**config.mk**
```make
export PLATFORM = sky130hd
export DESIGN_NAME = latch_sampler
export DESIGN_NICKNAME = d
export VERILOG_FILES = /design/src/rtl/latch_sampler_pkg.sv /design/src/rtl/latch_sampler_sync_chain.sv /design/src/rtl/latch_sampler.sv
export SDC_FILE = /design/constraint.sdc
export NUM_CORES = 1
export LEC_CHECK = 0
export BUFFER_PORTS_ARGS = -buffer_cell sky130_fd_sc_hd__buf_2
export CAP_MARGIN = 20
export CORE_UTILIZATION = 56
export DETAILED_ROUTE_END_ITERATION = 8
export PLACE_DENSITY = 0.77
export SYNTH_ARGS = -nofsm -noshare
export SYNTH_HDL_FRONTEND = slang
export SYNTH_SLANG_ARGS = --single-unit
```
**constraint.sdc**
```tcl
create_clock -name clk -period 2.2 [get_ports clk]
set_input_delay 0.44 -clock clk [delete_from_list [all_inputs] [get_ports clk]]
set_output_delay 0.44 -clock clk [all_outputs]
set_load 0.01 [all_outputs]
```
**src/rtl/latch_sampler_pkg.sv**
```systemverilog
// rtl/latch_sampler_pkg.sv - shared state encodings for the latch sampler
// Purpose: FSM state type used by latch_sampler. 2'b11 is unused and
//          recovers to IDLE.
// Ports:   none (package)
package latch_sampler_pkg;

  typedef enum logic [1:0] {
    IDLE    = 2'b00,
    SETTLE  = 2'b01,
    PRESENT = 2'b10
  } state_t;

endpackage

```
**src/rtl/latch_sampler_sync_chain.sv**
```systemverilog
// rtl/latch_sampler_sync_chain.sv - multi-flop synchroniser for an asynchronous word
// Purpose: brings a level-sensitive asynchronous word into the clk domain.
// Ports:   clk   - system clock
//          reset - asynchronous, active-high reset (all stages to 0)
//          d     - asynchronous input word
//          q     - output of the last synchroniser stage
module sync_chain #(
  parameter int WIDTH       = 8,
  parameter int SYNC_STAGES = 2
) (
  input  logic             clk,
  input  logic             reset,
  input  logic [WIDTH-1:0] d,
  output logic [WIDTH-1:0] q
);

  logic [WIDTH-1:0] stage [SYNC_STAGES];

  always_ff @(posedge clk or posedge reset) begin
    if (reset) begin
      for (int i = 0; i < SYNC_STAGES; i++) stage[i] <= '0;
    end else begin
      stage[0] <= d;
      for (int i = 1; i < SYNC_STAGES; i++) stage[i] <= stage[i-1];
    end
  end

  assign q = stage[SYNC_STAGES-1];

endmodule

```
**src/rtl/latch_sampler.sv**
```systemverilog
// rtl/latch_sampler.sv - qualifies a latch Q word and presents it over valid/ready
// Purpose: synchronises D_in, waits for STABLE_CYCLES equal samples that differ
//          from the last qualified value, then presents that value once.
// Ports:   clk     - system clock
//          reset   - asynchronous, active-high reset
//          D_in    - latch Q output, asynchronous to clk
//          Q_out   - qualified value presented downstream
//          valid   - Q_out holds an unaccepted value
//          ready   - consumer accepts when valid && ready at a clk edge
//          overrun - sticky: input moved while a value was waiting
module latch_sampler
  import latch_sampler_pkg::*;
#(
  parameter int WIDTH         = 8,
  parameter int SYNC_STAGES   = 2,
  parameter int STABLE_CYCLES = 3
) (
  input  logic             clk,
  input  logic             reset,
  input  logic [WIDTH-1:0] D_in,
  output logic [WIDTH-1:0] Q_out,
  output logic             valid,
  input  logic             ready,
  output logic             overrun
);

  localparam int             CNT_W    = $clog2(STABLE_CYCLES) + 1;
  localparam logic [CNT_W-1:0] CNT_LAST = CNT_W'(STABLE_CYCLES - 1);

  logic [WIDTH-1:0] s;
  logic [WIDTH-1:0] s_prev;
  logic [WIDTH-1:0] held;
  logic [WIDTH-1:0] candidate;
  logic [CNT_W-1:0] cnt;
  state_t           state;

  sync_chain #(
    .WIDTH       (WIDTH),
    .SYNC_STAGES (SYNC_STAGES)
  ) u_sync (
    .clk   (clk),
    .reset (reset),
    .d     (D_in),
    .q     (s)
  );

  always_ff @(posedge clk or posedge reset) begin
    if (reset) begin
      s_prev    <= '0;
      held      <= '0;
      candidate <= '0;
      cnt       <= '0;
      Q_out     <= '0;
      valid     <= 1'b0;
      overrun   <= 1'b0;
      state     <= IDLE;
    end else begin
      s_prev <= s;
      case (state)
        IDLE: begin
          if (s != held) begin
            candidate <= s;
            cnt       <= CNT_W'(1);
            state     <= SETTLE;
          end
        end
        SETTLE: begin
          // Reverting to the baseline is treated as a glitch, not a new value.
          if (s == held) begin
            cnt   <= '0;
            state <= IDLE;
          end else if (s != candidate) begin
            candidate <= s;
            cnt       <= CNT_W'(1);
          end else if (cnt == CNT_LAST) begin
            Q_out <= candidate;
            held  <= candidate;
            valid <= 1'b1;
            cnt   <= '0;
            state <= PRESENT;
          end else begin
            cnt <= cnt + CNT_W'(1);
          end
        end
        PRESENT: begin
          // Input is not tracked while presenting; IDLE re-compares s with
          // held afterwards so the final input value is still picked up.
          if (s != s_prev) overrun <= 1'b1;
          if (ready) begin
            valid <= 1'b0;
            state <= IDLE;
          end
        end
        default: begin
          valid <= 1'b0;
          cnt   <= '0;
          state <= IDLE;
        end
      endcase
    end
  end

endmodule

```
==> run metrics, run 1 <==
status=finished, final reports clean; synthesized flop and latch total=between 40 and 50; drt wl/cell=13.63 um; diode count=0; count of cell types in the netlist=26; die width=just under 60 um; worst endpoint required time=2.44 ns; Synth Flop Type=dfrtp_1; Multi-input gate area=just over 600 sq um; Slew headroom=0.6782; CTS H-tree depth=2; clock share of power=0.339; Leak Pwr=between 0.9 and 1 nW; CTS max path bufs=2; fin area=between 2000 and 2500 sq um; initial antenna violation count=0; Tot Pwr=approximately 1.5 mW; post-CTS sizing=0; Inst Count DP=around 190; Reg area=about 1200 sq um; xor and xnor area share after synthesis=0.1210; CORE AREA=~3100 sq um; crit start category=flip-flop; DRT iter0 DRCs=34; Mapped Area=about 1800 sq um; post-synthesis sequential area ratio=0.6501; Sw Pwr=318.6 uW; PortBufs=20; skew final=roughly 0.011 ns; setup violators final=0; sequential share of power=0.605; synthesized instance count=122; largest net degree at the start of global routing=26; post-layout util=0.6803; Initial Util=0.5926; cell count of the worst reg-to-reg path=6; Post-synth top cells=dfrtp_1, xor2_1, mux2_2; Arr. time, crit path=between 2 and 2.5 ns; Num CTS Buffers=5; # hold bufs at CTS=0; RSZ-0062 raised after global routing=false; Die Height=just under 60 um; RD Place Congestion=0.7584; Int Power=1.207 mW; crit share post-route=0.9181; Ys Warns=0; clk_lat worst skew=0.35 ns; via count=around 960; GRT overflow=0; dominant cell type by area after synthesis=dfrtp_1; power density over cell area=~730 nW/um^2; combinational share of power=0.056; Async SR Flop Fraction=1.000; reg2reg end=held[2]$_DFFE_PP0P_; placement row count=20; Tot GR Track Use=0.1815; top-count cell post-synth=dfrtp_1; die area=3462 sq um; Syn Nets=about 130; post-route ant nets=0; first-pass GRT wire length=approximately 4.4 mm; Crit Path Max Fanout=10; DRC=0; post-route setup TNS=0 ns; Filler Cells Inserted=between 200 and 300; clk slew on worst S/H paths=between 0.1 and 0.15 ns; Switching Fraction=0.2089; Post-synth EDFFs=0; Vias per Instance=4.908; DP Wirelength=1.949 mm; Simple-Gate Fraction of Synth Area=0.09059; min-delay worst type=input port to async pin; Root Driver=clkbuf_4; Crit Path Class=flip-flop to flip-flop; CTS tree=yes; Synth Area in Adders=0; fin nets=between 150 and 200; CP Capture Type=flip-flop; Hold Fails Final Rpt=0; I/O pin count=21; post-synthesis mux area share=0.09959; Reg-to-Reg Start=u_sync.q[1]$_DFF_PP0_; Reg2Reg Setup Slack=0.18 ns; Tmin final=roughly 2.0 ns; area share of the largest cell type after synthesis=0.6501; Detailed Route WL=between 2 and 3 mm; largest family of logic cells by synthesized area=XOR/XNOR gates; Post-CTS Setup Inserts=0; maxcap violations=0; Slew Viols, Final=0; Peak Freq=495.1 MHz; Compound-Gate Fraction of Synth Area=0.02766; main area contributors after synthesis=dfrtp_1, mux2_2, xor2_1; Area Overhead vs Synth=14.80%; Crit. Startpoint=u_sync.q[1]$_DFF_PP0_; Worst-Margin Slew=~0.48 ns; # clock sinks=47; worst vdd ir=0.4871 mV; placed instance area=1991 sq um; Pre-antenna DRT Iters=4; Non-Filler Instances=~200; vias in the first global route=around 970; share of layout cells above drive strength 1=0.3487; average size of a mapped cell=around 15 sq um
==> worst max-delay path by stage <==
stage | to | depth (start not counted)
detailed placement | held[6]$_DFFE_PP0P_ | 6
global route | held[4]$_DFFE_PP0P_ | 6
finish | held[2]$_DFFE_PP0P_ | 6
floorplan | held[0]$_DFFE_PP0P_ | 5
global placement | held[6]$_DFFE_PP0P_ | 6
CTS | held[2]$_DFFE_PP0P_ | 6
==> kinds of logic after synthesis <==
kind of cell              Yosys count
DFF                                47
xor gates and xnor gates           25
and+or+nand+nor                    23
muxes                              16
AOI/OAI and AO/OA                   8
buffers and inverters               3
==> layer usage <==
metal / vias up / part of all wire / track usage
li1: 475 / - / -
met1: 463 / 0.48 / 0.2342
met2: 18 / 0.46 / 0.2808
met3: 6 / 0.037 / 0.05934
met4: 0 / 0.019 / 0.08163
met5: - / 0 / 0
==> layout by cell type, fill, tap and decap left out, drive strengths merged <==
master / count
a21boi: 1
a21oi: 2
a22o: 1
buf: 24
bufinv: 1
clkbuf: 6
clkinv: 1
dfrtp: 47
inv: 1
mux2: 16
nand2: 4
nand2b: 1
nand3: 2
nand3b: 1
nand4: 2
nand4b: 1
nor2: 1
nor2b: 4
nor3b: 1
nor4: 5
o21ai: 3
o2bb2ai: 1
or2: 1
xnor2: 6
xor2: 19
==> power groups by stage <==
stage	logic, mW	registers, mW	clock network, mW
global route	0.0957	0.928	0.562
global placement	0.0862	0.938	0
detailed placement	0.0872	0.940	0
finish	0.0855	0.923	0.517
floorplan	0.0565	0.937	0
CTS	0.0881	0.924	0.532
==> flip-flops by register name (all words and copies together), names as in the netlist, 2 cells and up <==
signal        cells
s_prev            8
candidate         8
cnt               3
held              8
u_sync.q          8
u_sync.stage      8
state             2
==> critical path, stage by stage, from the launching register on <==
cell and delay [ns]:
dfrtp_1 0.42, buf_4 0.16, xnor2_1 0.19, nand4_1 0.17, nor4_4 0.39, nand3_4 0.26, mux2_2 0.33
==> per-stage QoR <==
stage,setup slack (ns),hold slack (ns)
floorplan,0.4582,0.3312
global placement,0.2369,0.3317
detailed placement,0.1820,0.3347
CTS,0.1541,0.09301
global route,0.02505,0.1087
finish,0.1802,0.09105
==> final cells by class <==
cell class              count  share of cell area
flip-flops and latches     47              0.5663
well taps                  44             0.02651
clock inverters             2             0.01687
multi-input cells          72              0.2952
repair buffers             24             0.06867
clock buffers               6             0.02470
inverters                   1            0.001807
No activity file was read; power rests on OpenSTA's default activity.
==> inputs of run 2 (changes only) <==
--- a/config.mk
+++ b/config.mk
@@ -7,9 +7,12 @@
 export LEC_CHECK = 0
 export BUFFER_PORTS_ARGS = -buffer_cell sky130_fd_sc_hd__buf_2
 export CAP_MARGIN = 20
-export CORE_UTILIZATION = 56
+export CELL_PAD_IN_SITES_DETAIL_PLACEMENT = 1
+export CELL_PAD_IN_SITES_GLOBAL_PLACEMENT = 1
+export CORE_ASPECT_RATIO = 1.75
+export CORE_UTILIZATION = 47
 export DETAILED_ROUTE_END_ITERATION = 8
-export PLACE_DENSITY = 0.77
+export PLACE_DENSITY_LB_ADDON = 0.1
 export SYNTH_ARGS = -nofsm -noshare
 export SYNTH_HDL_FRONTEND = slang
 export SYNTH_SLANG_ARGS = --single-unit
==> run metrics, run 2 (synthesis results as in run 1) <==
via count=996; worst vdd ir=between 0.6 and 0.7 mV; Tot GR Track Use=0.1789; Non-Filler Instances=about 200; Reg-to-Reg Start=u_sync.q[5]$_DFF_PP0_; Root Driver=clkbuf_8; most frequent cells in the layout=dfrtp_1, buf_2, xor2_1; worst endpoint required time=approximately 2.4 ns; # hold bufs at CTS=0; Reg2Reg Setup Slack=0.20 ns; fin nets=160; clk_lat worst skew=approximately 0.30 ns; Worst-Margin Slew=around 0.48 ns; Leak Pwr=between 0.9 and 1 nW; Tmin final=between 2 and 2.5 ns; initial antenna violation count=0; Detailed Route WL=between 3 and 4 mm; Peak Freq=around 500 MHz; Sw Pwr=~350 uW; reg2reg end=held[0]$_DFFE_PP0P_; CTS H-tree depth=2; clock share of power=0.375; commonest non-fill, non-tap cell in the layout=dfrtp_1; Die Height=~84 um; diode count=0; Area Overhead vs Synth=15.21%; Crit Path Max Fanout=10; placement row count=29; sequential share of power=0.571; Int Power=about 1.3 mW; first-pass GRT wire length=5.319 mm; die area=4111 sq um; post-CTS sizing=0; post-route ant nets=0; DRT iter0 DRCs=17; DRC=0; Switching Fraction=0.2155; vias in the first global route=about 1100; power density over cell area=775.8 nW/um^2; cell count of the worst reg-to-reg path=5; status=finished, final reports clean; RD Place Congestion=~0.76; WL met2=~1.7 mm; Reg area=1176 sq um; Highest Signal Layer=met4; setup violators final=0; Inst Count DP=approximately 190; CP Capture Type=flip-flop; combinational share of power=0.054; Hold Fails Final Rpt=0; M1 wire length=1.235 mm; Initial Util=0.4937; Multi-input gate area=between 600 and 700 sq um; DP Wirelength=roughly 2.2 mm; largest net degree at the start of global routing=48; Crit Path Class=flip-flop to flip-flop; Arr. time, crit path=roughly 2.2 ns; crit share post-route=0.9102; post-layout util=0.5688; Tot Pwr=~1.6 mW; # clock sinks=between 40 and 50; Slew headroom=0.6796; Slew Viols, Final=0; I/O pin count=21; min-delay worst type=input port to async pin; die width=around 50 um; Vias per Instance=between 5 and 6; Final WS setup=a little under 0.2 ns; Filler Cells Inserted=~380; post-route setup TNS=0 ns; Post-CTS Setup Inserts=0; DR WL met3=102 um; GRT overflow=0; drt wl/cell=about 16 um; CORE AREA=between 3000 and 4000 sq um; PortBufs=20; Pre-antenna DRT Iters=3; maxcap violations=0; clk slew on worst S/H paths=~0.080 ns; RSZ-0062 raised after global routing=false; Place WS=approximately 0.22 ns; CTS tree=yes; CTS max path bufs=2; skew final=between 0.005 and 0.006 ns; crit start category=flip-flop; Num CTS Buffers=5; share of layout cells above drive strength 1=0.3356
==> run 2: cell types whose count changed in the layout (fill, tap and decap cells not counted) <==
cell | previous run | this run
clkbuf_4 | 5 | 0
clkinv_2 | 1 | 0
clkinvlp_4 | 0 | 1
clkbuf_8 | 1 | 5
buf_4 | 3 | 1
==> run 2: worst max-delay path: stages (launching register included) <==
cell and delay [ns]:
dfrtp_1 0.46, xnor2_1 0.19, nand3_1 0.14, nor4_4 0.51, nand3_4 0.25, mux2_2 0.33
==> run 2: power groups by stage <==
stage	registers (mW)	clock network, mW	logic, mW
2_1_floorplan	0.937	0	0.0565
3_3_place_gp	0.939	0	0.0873
3_5_place_dp	0.942	0	0.0892
4_1_cts	0.925	0.629	0.0901
5_1_grt	0.929	0.644	0.0978
6_report	0.924	0.606	0.0870
==> run 2: cell type report <==
cell class / instances / area share
multi-input combinational: 72 / 0.2941
tap: 46 / 0.02761
clock inverter: 2 / 0.01801
inverter: 1 / 0.001801
clock buffer: 5 / 0.03301
timing repair buffer: 22 / 0.06122
sequential: 47 / 0.5642
==> run 2: worst max-delay path by stage <==
stage	startpoint	slack, ns	endpoint
2_1_floorplan	u_sync.q[7]$_DFF_PP0_	0.46	held[0]$_DFFE_PP0P_
3_3_place_gp	u_sync.q[7]$_DFF_PP0_	0.28	held[4]$_DFFE_PP0P_
3_5_place_dp	u_sync.q[5]$_DFF_PP0_	0.22	held[6]$_DFFE_PP0P_
4_1_cts	u_sync.q[5]$_DFF_PP0_	0.15	held[3]$_DFFE_PP0P_
5_1_grt	u_sync.q[5]$_DFF_PP0_	0.03	held[3]$_DFFE_PP0P_
6_report	u_sync.q[5]$_DFF_PP0_	0.20	held[0]$_DFFE_PP0P_
==> run 2: through the flow <==
step | cell area [sq um] | hold WS, ns
global placement | 1978 | 0.3328
global route | 2085 | 0.1825
detailed placement | 1978 | 0.3372
floorplan | 1809 | 0.3312
finish | 2085 | 0.1577
CTS | 2085 | 0.1692
==> run 2: per-layer routing <==
layer,up-vias,GRT usage
met4,0,0.09893
li1,464,-
met2,21,0.3081
met1,499,0.1968
met3,12,0.04372
met5,-,0
==> inputs of run 3 (changes only) <==
--- a/config.mk
+++ b/config.mk
@@ -5,13 +5,14 @@
 export SDC_FILE = /design/constraint.sdc
 export NUM_CORES = 1
 export LEC_CHECK = 0
-export BUFFER_PORTS_ARGS = -buffer_cell sky130_fd_sc_hd__buf_2
 export CAP_MARGIN = 20
 export CELL_PAD_IN_SITES_DETAIL_PLACEMENT = 1
 export CELL_PAD_IN_SITES_GLOBAL_PLACEMENT = 1
 export CORE_ASPECT_RATIO = 1.75
-export CORE_UTILIZATION = 47
+export CORE_MARGIN = 8
+export CORE_UTILIZATION = 51
 export DETAILED_ROUTE_END_ITERATION = 8
+export DONT_BUFFER_PORTS = 1
 export PLACE_DENSITY_LB_ADDON = 0.1
 export SYNTH_ARGS = -nofsm -noshare
 export SYNTH_HDL_FRONTEND = slang
==> run metrics, run 3 (synthesis results as in run 1) <==
status=finished, final reports clean; Detailed Route WL=approximately 3.2 mm; cell count along the critical path=5; via count=931; Crit. Startpoint=u_sync.q[5]$_DFF_PP0_; CTS tree=yes; maxcap violations=0; worst endpoint required time=between 2 and 2.5 ns; # hold bufs at CTS=0; Place WS=~0.17 ns; post-CTS sizing=0; PortBufs=0; post-layout util=0.5799; skew final=0.007682 ns; worst vdd ir=about 0.58 mV; cell count of the worst reg-to-reg path=5; die width=between 60 and 70 um; RSZ-0062 raised after global routing=false; Highest Signal Layer=met4; fin nets=between 100 and 150; clk_lat worst skew=0.30 ns; Tot GR Track Use=0.1266; Leak Pwr=0.8820 nW; post-route ant nets=0; commonest non-fill, non-tap cell in the layout=dfrtp_1; largest net degree at the start of global routing=27; DRC=0; Reg-to-Reg Start=u_sync.q[5]$_DFF_PP0_; Final WS setup=between 0.1 and 0.15 ns; Area Overhead vs Synth=8.921%; most frequent cells in the layout=dfrtp_1, xor2_1, mux2_2; critical path's top delay family=simple AND/OR/NAND/NOR gates; CP Capture Type=flip-flop; Hold Fails Final Rpt=0; Die Height=about 95 um; Vias per Instance=approximately 5.3; CTS H-tree depth=2; CORE AREA=around 3400 sq um; Peak Freq=~480 MHz; RD Place Congestion=0.7531; Num CTS Buffers=5; placement row count=28; Arr. time, crit path=2.25 ns; DRT iter0 DRCs=12; drt wl/cell=about 18 um; vias in the first global route=about 1100; CP max stage cell=nor4_4; min-delay worst type=input port to async pin; crit-path max cell delay=roughly 0.53 ns; Crit Path Class=flip-flop to flip-flop; initial antenna violation count=0; Worst-Margin Slew=~0.52 ns; Tot Pwr=~1.5 mW; setup violators final=0; M1 wire length=approximately 1.2 mm; fin area=between 1500 and 2000 sq um; diode count=0; Slew headroom=0.6488; Crit Path Max Fanout=10; CTS max path bufs=2; Tmin final=between 2 and 2.5 ns; Post-CTS Setup Inserts=0; GRT overflow=0; I/O pin count=21; die area=5785 sq um; Reg2Reg Setup Slack=~0.13 ns; Buf/Inv on CP=0; clk slew on worst S/H paths=~0.090 ns; crit share post-route=0.9394; WL met2=between 1.5 and 2 mm; Root Driver=clkbuf_8; share of layout cells above drive strength 1=0.2500; post-route setup TNS=0 ns; # clock sinks=47; power density over cell area=770.3 nW/um^2; Slew Viols, Final=0; Pre-antenna DRT Iters=2; CP Cell Sequence=xnor2_1 -> nand3_1 -> nor4_4 -> nand3_4 -> mux2_2; reg2reg end=held[4]$_DFFE_PP0P_; Initial Util=0.5324; DP Wirelength=2.389 mm; placed instance area=1879 sq um; first-pass GRT wire length=about 5.3 mm; DR WL met3=between 100 and 150 um; crit start category=flip-flop
run 3: cell count changes in the layout (fill, tap and decap cells not counted), sizes merged:
cell / delta
buf: -18
bufinv: -1
clkinv: +1
clkinvlp: -1
inv: +2
run 3: metal layers:
layer	vias to the layer above	track usage
met5	-	0
met4	0	0.05284
met3	5	0.04360
met2	13	0.2254
met1	484	0.1260
li1	429	-
run 3: layout make-up:
cell class / instances / area [sq um]
clock buffers: 5 / 68.82
clock inverters: 3 / 22.52
fillers: 334 / 1428
inverters: 1 / 3.754
multi-input cells: 72 / 613.1
flip-flops and latches: 47 / 1176
well taps: 45 / 56.30
repair buffers: 4 / 30.03
run 3: power by group:
| part | total [mW] | switching [mW] | internal, mW |
|---|---|---|---|
| combinational | 0.0723 | 0.0401 | 0.0322 |
| sequential | 0.927 | 0.0299 | 0.897 |
| clock | 0.519 | 0.289 | 0.230 |
run 3: how the worst max path moves through the flow:
stage | to | slack, ns
finish | held[4]$_DFFE_PP0P_ | 0.13
global route | held[3]$_DFFE_PP0P_ | 0.04
CTS | held[4]$_DFFE_PP0P_ | 0.14
detailed placement | held[1]$_DFFE_PP0P_ | 0.17
global placement | held[1]$_DFFE_PP0P_ | 0.21
floorplan | held[0]$_DFFE_PP0P_ | 0.46
run 3: through the flow:
step	hold WS, ns	instances
final	0.05076	177
after global routing	0.09263	177
after detailed placement	0.3379	169
after CTS	0.06251	177
after global placement	0.3333	169
after floorplan	0.3312	122
run 3: worst register-to-register path: stages, from the launching register on:
cell     delay [ns]
dfrtp_1        0.47
xnor2_1        0.22
nand3_1        0.15
nor4_4         0.53
nand3_4        0.26
mux2_2         0.33
